`src/rtl/risc16_pkg.sv`:
```
// Shared RISC16 instruction-format constants: field widths, field positions and key opcodes.
package risc16_pkg;

  localparam int unsigned OPW    = 4;
  localparam int unsigned RW     = 4;
  localparam int unsigned IMM_W  = 16;
  localparam int unsigned IW_DEF = 24;

  // Bit positions within a default-width (IW_DEF) instruction word.
  localparam int unsigned OP_MSB = IW_DEF - 1;
  localparam int unsigned RZ_MSB = OP_MSB - OPW;
  localparam int unsigned RX_MSB = IMM_W - 1;
  localparam int unsigned RY_MSB = RX_MSB - RW;

  localparam logic [OPW-1:0] OP_ADD     = 4'h1;
  localparam logic [OPW-1:0] OP_MVI     = 4'hC;
  localparam logic [OPW-1:0] OP_LOAD    = 4'hD;
  localparam logic [OPW-1:0] IMM_OP_MIN = 4'hC;

endpackage

```
`src/rtl/instr_field_split.sv`:
```
// Purely combinational split of an instruction word into opcode, register and immediate fields.
module instr_field_split #(
  parameter int unsigned     IW         = 24,
  parameter int unsigned     OPW        = risc16_pkg::OPW,
  parameter int unsigned     RW         = risc16_pkg::RW,
  parameter logic [OPW-1:0]  IMM_OP_MIN = risc16_pkg::IMM_OP_MIN
) (
  input  logic [IW-1:0]                 word,
  output logic [OPW-1:0]                opcode,
  output logic [RW-1:0]                 addr_rz,
  output logic [risc16_pkg::IMM_W-1:0]  src_imm,
  output logic [RW-1:0]                 addr_rx,
  output logic [RW-1:0]                 addr_ry,
  output logic                          is_imm
);

  assign opcode  = word[IW-1 -: OPW];
  assign addr_rz = word[IW-OPW-1 -: RW];
  assign src_imm = word[risc16_pkg::IMM_W-1:0];
  // Source registers overlay the top of the immediate field.
  assign addr_rx = src_imm[risc16_pkg::RX_MSB -: RW];
  assign addr_ry = src_imm[risc16_pkg::RY_MSB -: RW];
  assign is_imm  = (opcode >= IMM_OP_MIN);

endmodule

```
`src/rtl/instr_prefetch_reg.sv`:
```
// Prefetch queue of DEPTH instruction words with valid/ready on both sides and flush on branch;
// the head entry is presented as decoded fields.
module instr_prefetch_reg #(
  parameter int unsigned    IW         = 24,
  parameter int unsigned    OPW        = risc16_pkg::OPW,
  parameter int unsigned    RW         = risc16_pkg::RW,
  parameter int unsigned    DEPTH      = 4,
  parameter logic [OPW-1:0] IMM_OP_MIN = risc16_pkg::IMM_OP_MIN
) (
  input  logic                          clk,
  input  logic                          reset,
  input  logic [IW-1:0]                 instr_in,
  input  logic                          fetch_valid,
  output logic                          fetch_ready,
  input  logic                          flush,
  input  logic                          dec_ready,
  output logic                          dec_valid,
  output logic [OPW-1:0]                opcode,
  output logic [RW-1:0]                 addr_Rz,
  output logic [risc16_pkg::IMM_W-1:0]  src_imm,
  output logic [RW-1:0]                 addr_Rx,
  output logic [RW-1:0]                 addr_Ry,
  output logic                          is_imm,
  output logic [$clog2(DEPTH):0]        count
);

  localparam int unsigned PW = $clog2(DEPTH);
  localparam int unsigned CW = PW + 1;

  logic [IW-1:0] mem_q [DEPTH];
  logic [PW-1:0] wr_ptr_q, rd_ptr_q;
  logic [CW-1:0] count_q, count_d;
  logic          push, pop;
  logic [IW-1:0] head_word;

  // No full-bypass: a pop in the same cycle does not make room for a push.
  assign fetch_ready = (count_q < CW'(DEPTH));
  assign dec_valid   = (count_q != '0);
  assign push        = fetch_valid && fetch_ready;
  assign pop         = dec_valid && dec_ready;
  assign count       = count_q;

  always_comb begin
    count_d = count_q;
    if (flush) begin
      count_d = '0;
    end else if (push && !pop) begin
      count_d = count_q + 1'b1;
    end else if (pop && !push) begin
      count_d = count_q - 1'b1;
    end
  end

  always_ff @(posedge clk or posedge reset) begin
    if (reset) begin
      for (int i = 0; i < int'(DEPTH); i++) begin
        mem_q[i] <= '0;
      end
      wr_ptr_q <= '0;
      rd_ptr_q <= '0;
      count_q  <= '0;
    end else begin
      count_q <= count_d;
      if (flush) begin
        wr_ptr_q <= '0;
        rd_ptr_q <= '0;
      end else begin
        if (push) begin
          mem_q[wr_ptr_q] <= instr_in;
          wr_ptr_q        <= wr_ptr_q + 1'b1;
        end
        if (pop) begin
          rd_ptr_q <= rd_ptr_q + 1'b1;
        end
      end
    end
  end

  // Blank the head when empty so stale storage never reaches the decoder.
  assign head_word = dec_valid ? mem_q[rd_ptr_q] : '0;

  instr_field_split #(
    .IW         (IW),
    .OPW        (OPW),
    .RW         (RW),
    .IMM_OP_MIN (IMM_OP_MIN)
  ) u_field_split (
    .word    (head_word),
    .opcode  (opcode),
    .addr_rz (addr_Rz),
    .src_imm (src_imm),
    .addr_rx (addr_Rx),
    .addr_ry (addr_Ry),
    .is_imm  (is_imm)
  );

endmodule
```
`config.mk`:
```
export PLATFORM = sky130hd
export DESIGN_NAME = instr_prefetch_reg
export DESIGN_NICKNAME = d
export VERILOG_FILES = /design/src/rtl/risc16_pkg.sv /design/src/rtl/instr_field_split.sv /design/src/rtl/instr_prefetch_reg.sv
export SDC_FILE = /design/constraint.sdc
export NUM_CORES = 1
export LEC_CHECK = 0
export BUFFER_PORTS_ARGS = -buffer_cell sky130_fd_sc_hd__buf_2
export CORE_UTILIZATION = 45
export DETAILED_ROUTE_END_ITERATION = 7
export MAX_ROUTING_LAYER = met4
export SYNTH_ARGS = -nofsm -noshare
export SYNTH_HDL_FRONTEND = slang
export SYNTH_SLANG_ARGS = --single-unit
```
`constraint.sdc`:
```
create_clock -name clk -period 3.5 [get_ports clk]
set_input_delay 0 -clock clk [delete_from_list [all_inputs] [get_ports clk]]
set_output_delay 0 -clock clk [all_outputs]
set_load 0.005 [all_outputs]
```
Word-level counts from Yosys, hierarchy flattened
Cells that the tools add are included.
{ "op_classes": {"add_sub_neg": 4, "multipliers": 0, "n_div": 0, "magnitude_cmp": 5, "eq_ne": 0, "shifts": 0, "muxes": 14, "bitwise": 3, "reduce_logical": 12} }
{ "op_table": {"columns": ["operator", "n"], "rows": [
  ["bitwise mux 96 bit", 1],
  ["two-way mux 24 bit", 4],
  ["binary-select mux 24 bit (select 2 bit)", 1],
  ["demux 24 bit (select 2 bit)", 1],
  ["two-way mux 3 bit", 3],
  ["two-way mux 2 bit", 4],
  [">= comparator 3 bit, second input constant", 2],
  ["NOT 2 -> 3 bit", 2],
  ["nonzero test 3 bit", 2],
  ["logical AND 1 bit", 5],
  ["adder 2 x 1 -> 2 bit, second input constant", 2],
  [">= comparator 4 bit, second input constant", 1],
  ["nonzero test 2 bit", 2],
  ["adder 3 x 1 -> 3 bit, second input constant", 1],
  ["less-than comparator 3 x 1 -> 1 bit, second input constant", 1],
  ["less-than comparator 3 bit, second input constant", 1],
  ["subtractor 3 x 1 -> 3 bit, second input constant", 1],
  ["logical NOT 1 bit", 2],
  ["AND reduction 2 bit", 1],
  ["NOT 1 bit", 1]
]} }
{ "word_totals": {"ff_bits": 103, "latch_bits": 0, "mem_bits_rw": 0, "rom_bits": 0, "input_bits": 29, "output_inout_bits": 38, "elab_cells": 45, "memories": 0} }

Longest topological paths before layout
Gate-level depths: netlist of the first run.
{ "depth": {"ltp_word": 7, "mapped_depth": 8, "mapped_depth_nobuf": 7} }

Modules after synthesis
A second synthesis of the first run with hierarchy kept.
{ "unflattened": {"cells_unflattened": 348, "area_unflattened_um2": 5248.8} }
{ "by_module_without_submodules": {"columns": ["mod", "instances", "cells_each", "area_per_inst_um2", "seq_area_each_um2"], "rows": [
  ["instr_prefetch_reg", 1, 315, 5002.3, 2577.5],
  ["instr_field_split", 1, 33, 246.5, 0.0]
]} }

Worst setup path before layout of the first run
OpenSTA, ideal clock, no wires.
{ "synth_timing": {"kind": "reg-to-reg", "start": "register count_q[2] (netlist: count[2])", "end": "register count_q[2] (netlist: count[2])", "setup_ps": 78, "arrival_ps": 1767, "t_required_ps": 3422, "setup_slack_ps": 1655, "stages_incl_launch_ff": 7, "path_buffers": 1, "period_less_slack_ps": 1845, "path_cell_list": "dfrtp_1 -> nand2b_1 -> buf_6 -> nor2_1 -> fa_1 -> or3b_2 -> a21oi_1"} }
{ "synth_via": {"elab_chain_len": 6, "word_cells_on_any_way": 14, "classes_between": "add/sub: 2; order compare: 1; mux: 3; reduce/logical: 8"} }
{ "synth_rtl": {"columns": ["element", "line_no", "text"], "rows": [
  ["start, declared", "instr_prefetch_reg.sv:32", "logic [CW-1:0] count_q, count_d;"],
  ["start signal, assigned", "instr_prefetch_reg.sv:63", "count_q <= count_d;"],
  ["parallel branches: the longest is 6 deep, another holds subtractor 3 x 1 -> 3 bit", null, null]
]} }
Parallel ways; which one is timed is not known. The select of a mux whose other input is x is not followed.
A chain may end at the register's enable or synchronous reset.

Final worst setup path of the first run
{ "layout_timing": {"start": "register count_q[2] (netlist: count[2])", "end": "register mem_q[30] in the netlist's numbering"} }
{ "layout_via": {"elab_chain_len": 3} }
{ "layout_rtl": {"columns": ["element", "line_no", "text"], "rows": [
  ["less-than comparator 3 bit", "instr_prefetch_reg.sv:37", "assign fetch_ready = (count_q < CW'(DEPTH));"],
  ["logical AND 1 bit", "instr_prefetch_reg.sv:39", "assign push = fetch_valid && fetch_ready;"],
  ["AND reduction 2 bit (no line)", null, null],
  ["end signal, assigned by index", "instr_prefetch_reg.sv:69", "mem_q[wr_ptr_q] <= instr_in;"],
  ["end, declared", "instr_prefetch_reg.sv:30", "logic [IW-1:0] mem_q [DEPTH];"]
]} }
No other way between the ends.

==> results.cfg, run 1 <==
[synth]
yosysMostFrequentCell = dfrtp_1
synth_seq_cells = 103
ys_async_sr_fraction_pct = 100
synth_area_leader_cell = dfrtp_1
avgSynthCellArea_um2 = 15.1
ys.flop_type = dfrtp_1
synth.cell_area_um2 = 4920
synth_cells = 325
synth.area.top_cells = dfrtp_1, mux2_2, mux4_2
syn_nets = 359
synthTopCellsByCount = dfrtp_1, mux2_2, and2_1, mux4_2, buf_4
yosysSeqAreaShare_pct = 52.4
synth_cell_types = 29
synth_edf_count = 0
synth_top_cell_area_share_pct = 52.4
yosys_warnings = 0

[clocking]
holdBufCountCts = 26
cts_buffer_depth = 2
cts_setup_buffers = 0
h-tree-depth = 3
clock_latency_ps = 390
cts_resized = 0
cts_tree = done
cts_buffers = 9
clkSlewWorstSetupHoldPaths_ps = 100
cts.sink_count = 103
clockRootBuffer = clkbuf_8

[power]
combPwrFrac_pct = 34.0
peakVddDrop_mv = 0.357
power.density_nw_per_um2 = 731
clock_power_share_pct = 19.0
power.switching_mw = 1.24
pwr-share-seq_pct = 47.1
switching_share_pct = 29.6
internal-power_mw = 2.96
leakagePower_nw = 2.61

[floorplanning]
rows = 37
core_area_um2 = 10500
die_y_um = 107
die_w_um = 107
initial_utilization_pct = 47.0
die_area_um2 = 11400
ios = 67

[finish]
n_fill_cell = 917
drive_above_1_share_pct = 51.7
syn_to_final_growth_pct = 16.9
finalInstanceArea_um2 = 5750
antenna_cells = 0
final_nets = 441

[critical_path]
worst_r2r_startpoint = count[2]$_DFFE_PP0P_
critPathLaunchType = flop
worst_r2r_path_depth = 4
cp_max_fo = 19
crit_start = count[2]$_DFFE_PP0P_
reg2reg_setup_slack_ps = 1190
arrival_ps = 2580
cp.required_ps = 3770
r2r-end = mem_q[30]$_DFFE_PP0P_
path_class = flop to flop
cp-endpoint = mem_q[30]$_DFFE_PP0P_
critPathCaptureType = flop

[route]
drt-total-wl_um = 9430
wl_per_cell_um = 17.2
detail_route.first_pass.iterations = 4
initialDrtViolationCount = 118
detail-route-antenna-nets = 0
via_count = 2873
via_per_inst = 5.24
drc_errors = 0

[global_routing]
grt-ovfl-total = 0
antenna_found_initial = 0
grt_pass1_wl_um = 16300
grt_pass1_vias = 3113
grt_max_degree = 56
grt_use_total_pct = 19.8

[placed_design]
placed_cell_area_um2 = 5280
portBuffers = 66
gp_congestion = 0.709
dp_hpwl_um = 5880

[timing]
relSlewSlack_pct = 29.9
layout_min_cycle_time_ps = 2310
post-route-period-util_pct = 66.1
rsz0062_at_grt = false
worstMarginPinSlew_ps = 1050
setup_viol = 0
fmax_mhz = 432
slew_violations = 0
finClkSkew_ps = 9.80
finalHoldViolCount = 0
final.setup.tns_ps = 0

[worst_hold_path]
hp-class = input port to flop
hold_start = dec_ready

[run_status]
status = completed

[job]
cap_violations = 0
[power by group through the flow]
stage / Sequential [mW] / Combinational [mW] / Clock, mW
floorplan: 1.86 / 1.18 / 0
global placement: 2.00 / 1.39 / 0
detailed placement: 2.01 / 1.43 / 0
CTS: 1.99 / 1.46 / 0.827
global route: 2.07 / 1.59 / 0.871
finish: 1.98 / 1.43 / 0.796
[metal layers]
metal  global-route usage, %  routed length, um  up-vias
met3                    5.76                344        6
met1                    24.5               4310     1499
li1                        -                  -     1318
met4                    4.40                 91        0
met2                    32.2               4690       50
met5                       -                  0        -
[cell usage in the layout (no fill, tap or decap), types with 2 or more instances in the layout]
cell / instances
dlygate4sd3_1: 26
o21ai_0: 2
mux2_2: 93
nand3_1: 2
and2_1: 24
nor3b_4: 4
mux2i_1: 2
buf_4: 7
mux4_2: 24
inv_6: 2
mux2_1: 3
a21oi_1: 5
dfrtp_1: 102
buf_2: 66
inv_8: 2
nand2_1: 4
nor2_1: 7
xnor2_1: 2
clkbuf_8: 9
inv_1: 6
xor2_1: 3
clkinv_4: 2
ha_1: 4
[critical path, cell delays in order (launching register included)]
cell	delay [ps]
dfrtp_1	440
nand2b_1	490
nor3b_4	490
buf_4	390
mux2_2	380
[stage by stage]
step / setup WS (ps) / total power, mW / hold slack (ps) / util [%] / instances
CTS: 1140 / 4.27 / 0.787 / 55.0 / 548
global route: 1050 / 4.53 / 25.2 / 55.0 / 548
global placement: 1240 / 3.39 / 162 / 50.5 / 506
floorplan: 796 / 3.05 / 135 / - / 325
finish: 1190 / 4.20 / 14.5 / 55.0 / 548
detailed placement: 1190 / 3.44 / 166 / 50.5 / 506
[worst min path at each step]
stage               cells after the start                      end  slack (ps)
finish                                  4  rd_ptr_q[0]$_DFFE_PP0P_          10
global route                            3     count[2]$_DFFE_PP0P_          30
CTS                                     4  rd_ptr_q[0]$_DFFE_PP0P_         0.8
detailed placement                      2    mem_q[53]$_DFFE_PP0P_         170
global placement                        2    mem_q[53]$_DFFE_PP0P_         160
floorplan                               1    mem_q[68]$_DFFE_PP0P_         130
[area by class of cell]
cell class,count,area (um^2),share of cell area [%]
inverter,7,28.8,0.500
sequential,103,2580,44.8
clock buffer,9,124,2.15
tap,136,170,2.96
multi-input combinational,187,2120,36.8
clock inverter,7,87.6,1.52
timing repair buffer,99,643,11.2
[state kept, by name, indices dropped and copies added (netlist names)]
register / count
count: 3
wr_ptr_q: 2
mem_q: 96
rd_ptr_q: 2
[cell families (layout without fill, tap and decap cells)]
logic type / count (synthesis) / count (layout) / share of synthesized area, %
and+or+nand+nor: 45 / 45 / 6.05
adders and majority gates: 5 / 5 / 1.42
DFF: 103 / 103 / 52.4
AOI/OAI and AO/OA: 10 / 10 / 1.20
buffers and inverters: 35 / 122 / 4.66
xor gates and xnor gates: 5 / 5 / 0.891
muxes: 122 / 122 / 33.4
No activity file was read; power rests on OpenSTA's default activity.
==> run 2: changes to the inputs <==
--- a/config.mk
+++ b/config.mk
@@ -9,6 +9,7 @@
 export CORE_UTILIZATION = 45
 export DETAILED_ROUTE_END_ITERATION = 7
 export MAX_ROUTING_LAYER = met4
+export PLACE_DENSITY = 0.67
 export SYNTH_ARGS = -nofsm -noshare
 export SYNTH_HDL_FRONTEND = slang
 export SYNTH_SLANG_ARGS = --single-unit
==> constraint.sdc (replaced) <==
create_clock -name clk -period 2.1 [get_ports clk]
set_input_delay 0 -clock clk [delete_from_list [all_inputs] [get_ports clk]]
set_output_delay 0 -clock clk [all_outputs]
set_load 0.005 [all_outputs]
==> run 2 against run 1 <==
  * Combinational power up 80%
  * Clock skew down 0.52 ps
  * Total power up 72%
  * First-iteration DRC count up 1.7%
  * Non-clock buffer count up 9
  * Largest power group unchanged
  * Die area unchanged
  * Hold slack better by 19 ps
  * Via count up 0.21%
  * Count of clock-buffer cells in the layout up 2
  * Clock power up 81%
  * Flip-flop and latch count unchanged
==> results.cfg, run 2 (synthesis gave the netlist of run 1 again) <==
[critical_path]
critPathSlowestCell = or3_1
path_buf_inv = 2
cp.required_ps = 2100
cpPeakStageDelay_ps = 620
critPathLaunchType = flop
critPathCaptureType = primary output
crit_chain = or3_1 -> buf_12 -> and2_1 -> buf_2
arrival_ps = 2000
cp_max_fo = 18
cpLargestDelayFamily = simple AND/OR/NAND/NOR gates
path_class = flop to primary output

[route]
initialDrtViolationCount = 120
drc_errors = 0
detail_route.first_pass.iterations = 3
drt-total-wl_um = 9400
wl_per_cell_um = 16.9
via_per_inst = 5.17
detail-route-antenna-nets = 0
via_count = 2879

[global_routing]
grt_use_total_pct = 18.7
grt-ovfl-total = 0
grt_pass1_vias = 3043
grt_pass1_wl_um = 15600
antenna_found_initial = 0
grt_max_degree = 104

[finish]
drive_above_1_share_pct = 52.7
layout_common_cells = dfrtp_1, mux2_2, buf_2
fin_util_pct = 56.4
largest_register_ffs = 96
regArea_um2 = 2580
top_register = mem_q
final_common_cell = dfrtp_1
finalInstanceArea_um2 = 5900
n_fill_cell = 880
syn_to_final_growth_pct = 19.9
antenna_cells = 0
final_nets = 450
multiInputGateArea_um2 = 2120

[timing]
fin_ws_ps = 99.3
hold_ws_ps = 33.9
rsz0062_at_grt = true
post-route-period-util_pct = 95.3
worstMarginPinSlew_ps = 563
fmax_mhz = 500
finClkSkew_ps = 9.28
slew_violations = 0
finalHoldViolCount = 0
relSlewSlack_pct = 62.5
layout_min_cycle_time_ps = 2000
setup_viol = 0

[floorplanning]
initial_utilization_pct = 47.0
die_y_um = 107
die_area_um2 = 11400
die_w_um = 107
rows = 37
ios = 67
core_area_um2 = 10500

[clocking]
cts.sink_count = 103
cts_buffer_depth = 2
cts_setup_buffers = 0
clockRootBuffer = clkbuf_8
cts_resized = 0
clock_latency_ps = 370
h-tree-depth = 3
cts_buffers = 9
cts_tree = done
clkSlewWorstSetupHoldPaths_ps = 100

[placed_design]
gp_congestion = 0.744
portBuffers = 66
dp_hpwl_um = 5990
place_ws_ps = 165
placed_cell_area_um2 = 5400

[run_status]
status = completed

[worst_hold_path]
hp-class = input port to flop

[power]
power.density_nw_per_um2 = 1220
peakVddDrop_mv = 0.495
leakagePower_nw = 2.68
power_mw = 7.21

[job]
cap_violations = 0
## run 2: changes by cell type in the layout (fill, tap and decap cells not counted)
cell	change
buf_4	+5
clkinvlp_4	+1
buf_12	+4
bufinv_16	+1
inv_4	-1
clkinv_4	-1
inv_8	-2
clkbuf_8	+2
## run 2: final timing paths
path | startpoint | end | slack [ps] | cells after the start
max | count[0]$_DFFE_PP0P_ | src_imm[14] | 100 | 4
max in group asynchronous | reset | wr_ptr_q[1]$_DFFE_PP0P_ | 1360 | 4
min reg2reg | mem_q[70]$_DFFE_PP0P_ | mem_q[70]$_DFFE_PP0P_ | 490 | 1
max reg2reg | count[0]$_DFFE_PP0P_ | count[2]$_DFFE_PP0P_ | 120 | 6
min | dec_ready | count[0]$_DFFE_PP0P_ | 30 | 4
min in group asynchronous | reset | mem_q[38]$_DFFE_PP0P_ | 310 | 4
## run 2: where the power goes
| part | switching [mW] | internal [mW] |
|---|---|---|
| combinational | 0.944 | 1.63 |
| clock | 0.689 | 0.747 |
| sequential | 0.397 | 2.80 |
| total | 2.03 | 5.18 |
## run 2: routing by layer
metal | GRT usage (%) | wire [um] | up-vias | share of wire, %
li1 | - | - | 1342 | -
met1 | 23.4 | 4320 | 1482 | 46
met2 | 30.7 | 4690 | 47 | 50
met4 | 4.70 | 99 | 0 | 1.1
met3 | 4.72 | 286 | 8 | 3.0
met5 | - | 0 | - | 0
## run 2: cell type report
type	instances	area share, %
timing repair buffer	108	12.9
tap	136	2.89
multi-input combinational	187	35.9
sequential	103	43.7
inverter	7	0.509
clock buffer	11	2.57
clock inverter	5	1.46
## run 2: repair_timing
action / 4_1_cts / 5_1_grt
endpoints found under the hold margin: 204 / 0
hold buffers: 26 / 0
endpoints found under the setup margin: 0 / 4
## run 2: stage by stage
stage / std cells / setup TNS, ps
after global placement: 515 / 0
after detailed placement: 515 / 0
after CTS: 557 / 0
final: 557 / 0
after floorplan: 325 / 0
after global routing: 557 / -11.0
## run 2: worst register-to-register path, stage by stage (launching register included)
cell and delay (ps):
dfrtp_1 460, inv_1 110, a21oi_1 220, nor2_1 90
fa_1 400, or3b_2 470, a21oi_1 150
==> run 3: changes to the inputs <==
--- a/config.mk
+++ b/config.mk
@@ -7,9 +7,9 @@
 export LEC_CHECK = 0
 export BUFFER_PORTS_ARGS = -buffer_cell sky130_fd_sc_hd__buf_2
 export CORE_UTILIZATION = 45
+export CTS_CLUSTER_SIZE = 25
 export DETAILED_ROUTE_END_ITERATION = 7
 export MAX_ROUTING_LAYER = met4
-export PLACE_DENSITY = 0.67
 export SYNTH_ARGS = -nofsm -noshare
 export SYNTH_HDL_FRONTEND = slang
 export SYNTH_SLANG_ARGS = --single-unit
==> constraint.sdc (replaced) <==
create_clock -name clk -period 2.37 [get_ports clk]
set_input_delay 0 -clock clk [delete_from_list [all_inputs] [get_ports clk]]
set_output_delay 0 -clock clk [all_outputs]
set_load 0.005 [all_outputs]
==> run 3 against run 2 <==
  * Final area down 1.4%
  * Critical path depth unchanged
  * Via count up 0.10%
  * Critical path type unchanged
  * Critical endpoint is now src_imm[13]
  * Largest cell class unchanged
==> results.cfg, run 3 (synthesis gave the netlist of run 1 again) <==
[run_status]
status = completed

[timing]
hold_ws_ps = 45.1
fmax_mhz = 481
slew_violations = 0
finClkSkew_ps = 12.0
setup_viol = 0
post-route-period-util_pct = 87.7
finalHoldViolCount = 0
rsz0062_at_grt = false
final.setup.tns_ps = 0
worstMarginPinSlew_ps = 583
relSlewSlack_pct = 61.2
layout_min_cycle_time_ps = 2080

[floorplanning]
die_w_um = 107
die_area_um2 = 11400
initial_utilization_pct = 47.0
rows = 37
ios = 67
die_y_um = 107
core_area_um2 = 10500

[critical_path]
r2r-end = count[2]$_DFFE_PP0P_
path_class = flop to primary output
cp.required_ps = 2370
worst_r2r_path_depth = 6
arrival_ps = 2080
cp_max_fo = 15
reg2reg_setup_slack_ps = 410
critPathCaptureType = primary output
worst_r2r_startpoint = count[0]$_DFFE_PP0P_
critPathLaunchType = flop

[power]
power.density_nw_per_um2 = 1050
combPwrFrac_pct = 36.3
switching_share_pct = 29.4
power.switching_mw = 1.80
leakagePower_nw = 2.64
pwr-share-seq_pct = 46.8
clock_power_share_pct = 16.8
internal-power_mw = 4.32
peakVddDrop_mv = 0.524

[finish]
largest_register_ffs = 96
regArea_um2 = 2580
final_common_cell = dfrtp_1
multiInputGateArea_um2 = 2120
layout_common_cells = dfrtp_1, mux2_2, buf_2
final_nets = 448
top_register = mem_q
antenna_cells = 0
n_fill_cell = 924
drive_above_1_share_pct = 52.5
syn_to_final_growth_pct = 18.2

[placed_design]
gp_congestion = 0.715
dp_hpwl_um = 6060
portBuffers = 66

[clocking]
cts_buffer_depth = 2
cts_tree = done
h-tree-depth = 3
holdBufCountCts = 26
cts_resized = 0
cts.sink_count = 103
clock_latency_ps = 370
clockRootBuffer = clkbuf_8
cts_setup_buffers = 0
clkSlewWorstSetupHoldPaths_ps = 90
cts_buffers = 9

[global_routing]
grt-ovfl-total = 0
grtUsageMet1_pct = 24.4
grt_pass1_wl_um = 16200
grt_max_degree = 104
grt_use_total_pct = 19.2
antenna_found_initial = 0
grt_pass1_vias = 3111
busiest_layer = met2
grt.met2_usage_pct = 31.2
grtUsageMet3_pct = 3.68

[route]
detail_route.first_pass.iterations = 4
detail-route-antenna-nets = 0
initialDrtViolationCount = 80
drt-total-wl_um = 9470
drc_errors = 0
via_count = 2882
via_per_inst = 5.19
wl_per_cell_um = 17.1

[worst_hold_path]
hp-class = input port to flop
hold_path_depth = 4
hold_start = dec_ready
hold_path_end = count[0]$_DFFE_PP0P_

[job]
cap_violations = 0
==> run 3: cell count changes in the layout (fill, tap and decap cells not counted) <==
cell and delta:
buf_12 -1, buf_4 -1, bufinv_16 -2, clkbuf_8 -1, clkinv_2 +2, clkinvlp_4 +1
==> run 3: worst max-delay path: stages, from the launching register on <==
cell and delay (ps):
dfrtp_1 470, or3_1 640, buf_4 310, and2_1 170, buf_2 130
==> run 3: power by group through the flow <==
| stage | clock [mW] | sequential, mW | combinational [mW] |
|---|---|---|---|
| after floorplan | 0 | 2.75 | 1.75 |
| after global placement | 0 | 2.89 | 2.18 |
| after detailed placement | 0 | 2.91 | 2.22 |
| after CTS | 1.08 | 2.88 | 2.27 |
| after global routing | 1.14 | 2.98 | 2.46 |
| final | 1.03 | 2.86 | 2.22 |
==> run 3: per-layer routing <==
metal	wire [um]	up-vias	part of all wire (%)
met5	0	-	0
met4	159	0	1.7
li1	-	1330	-
met1	4410	1492	47
met3	267	13	2.8
met2	4640	47	49
==> run 3: area by class of cell <==
class | count | area share (%)
flip-flops and latches | 103 | 44.4
inverters | 7 | 0.517
repair buffers | 106 | 12.6
clock inverters | 6 | 0.753
multi-input cells | 187 | 36.4
clock buffers | 10 | 2.37
well taps | 136 | 2.93
==> run 3: worst max path at each step <==
| stage | from | endpoint | slack [ps] | cells past startpoint |
|---|---|---|---|---|
| 2_1_floorplan | count[2]$_DFFE_PP0P_ | count[2]$_DFFE_PP0P_ | 530 | 6 |
| 3_3_place_gp | count[0]$_DFFE_PP0P_ | count[2]$_DFFE_PP0P_ | 500 | 6 |
| 3_5_place_dp | count[0]$_DFFE_PP0P_ | count[2]$_DFFE_PP0P_ | 420 | 6 |
| 4_1_cts | count[0]$_DFFE_PP0P_ | src_imm[13] | 240 | 4 |
| 5_1_grt | count[0]$_DFFE_PP0P_ | src_imm[13] | 180 | 4 |
| 6_report | count[0]$_DFFE_PP0P_ | src_imm[13] | 290 | 4 |
==> run 3: per-stage QoR <==
step           power, mW  cell area, um^2  util (%)  cells  setup slack (ps)
2_1_floorplan       4.50             4920         -    325               525
3_3_place_gp        5.07             5370      51.3    513               498
3_5_place_dp        5.14             5370      51.3    513               418
4_1_cts             6.22             5810      55.5    555               242
5_1_grt             6.58             5810      55.5    555               183
6_report            6.12             5810      55.5    555               291
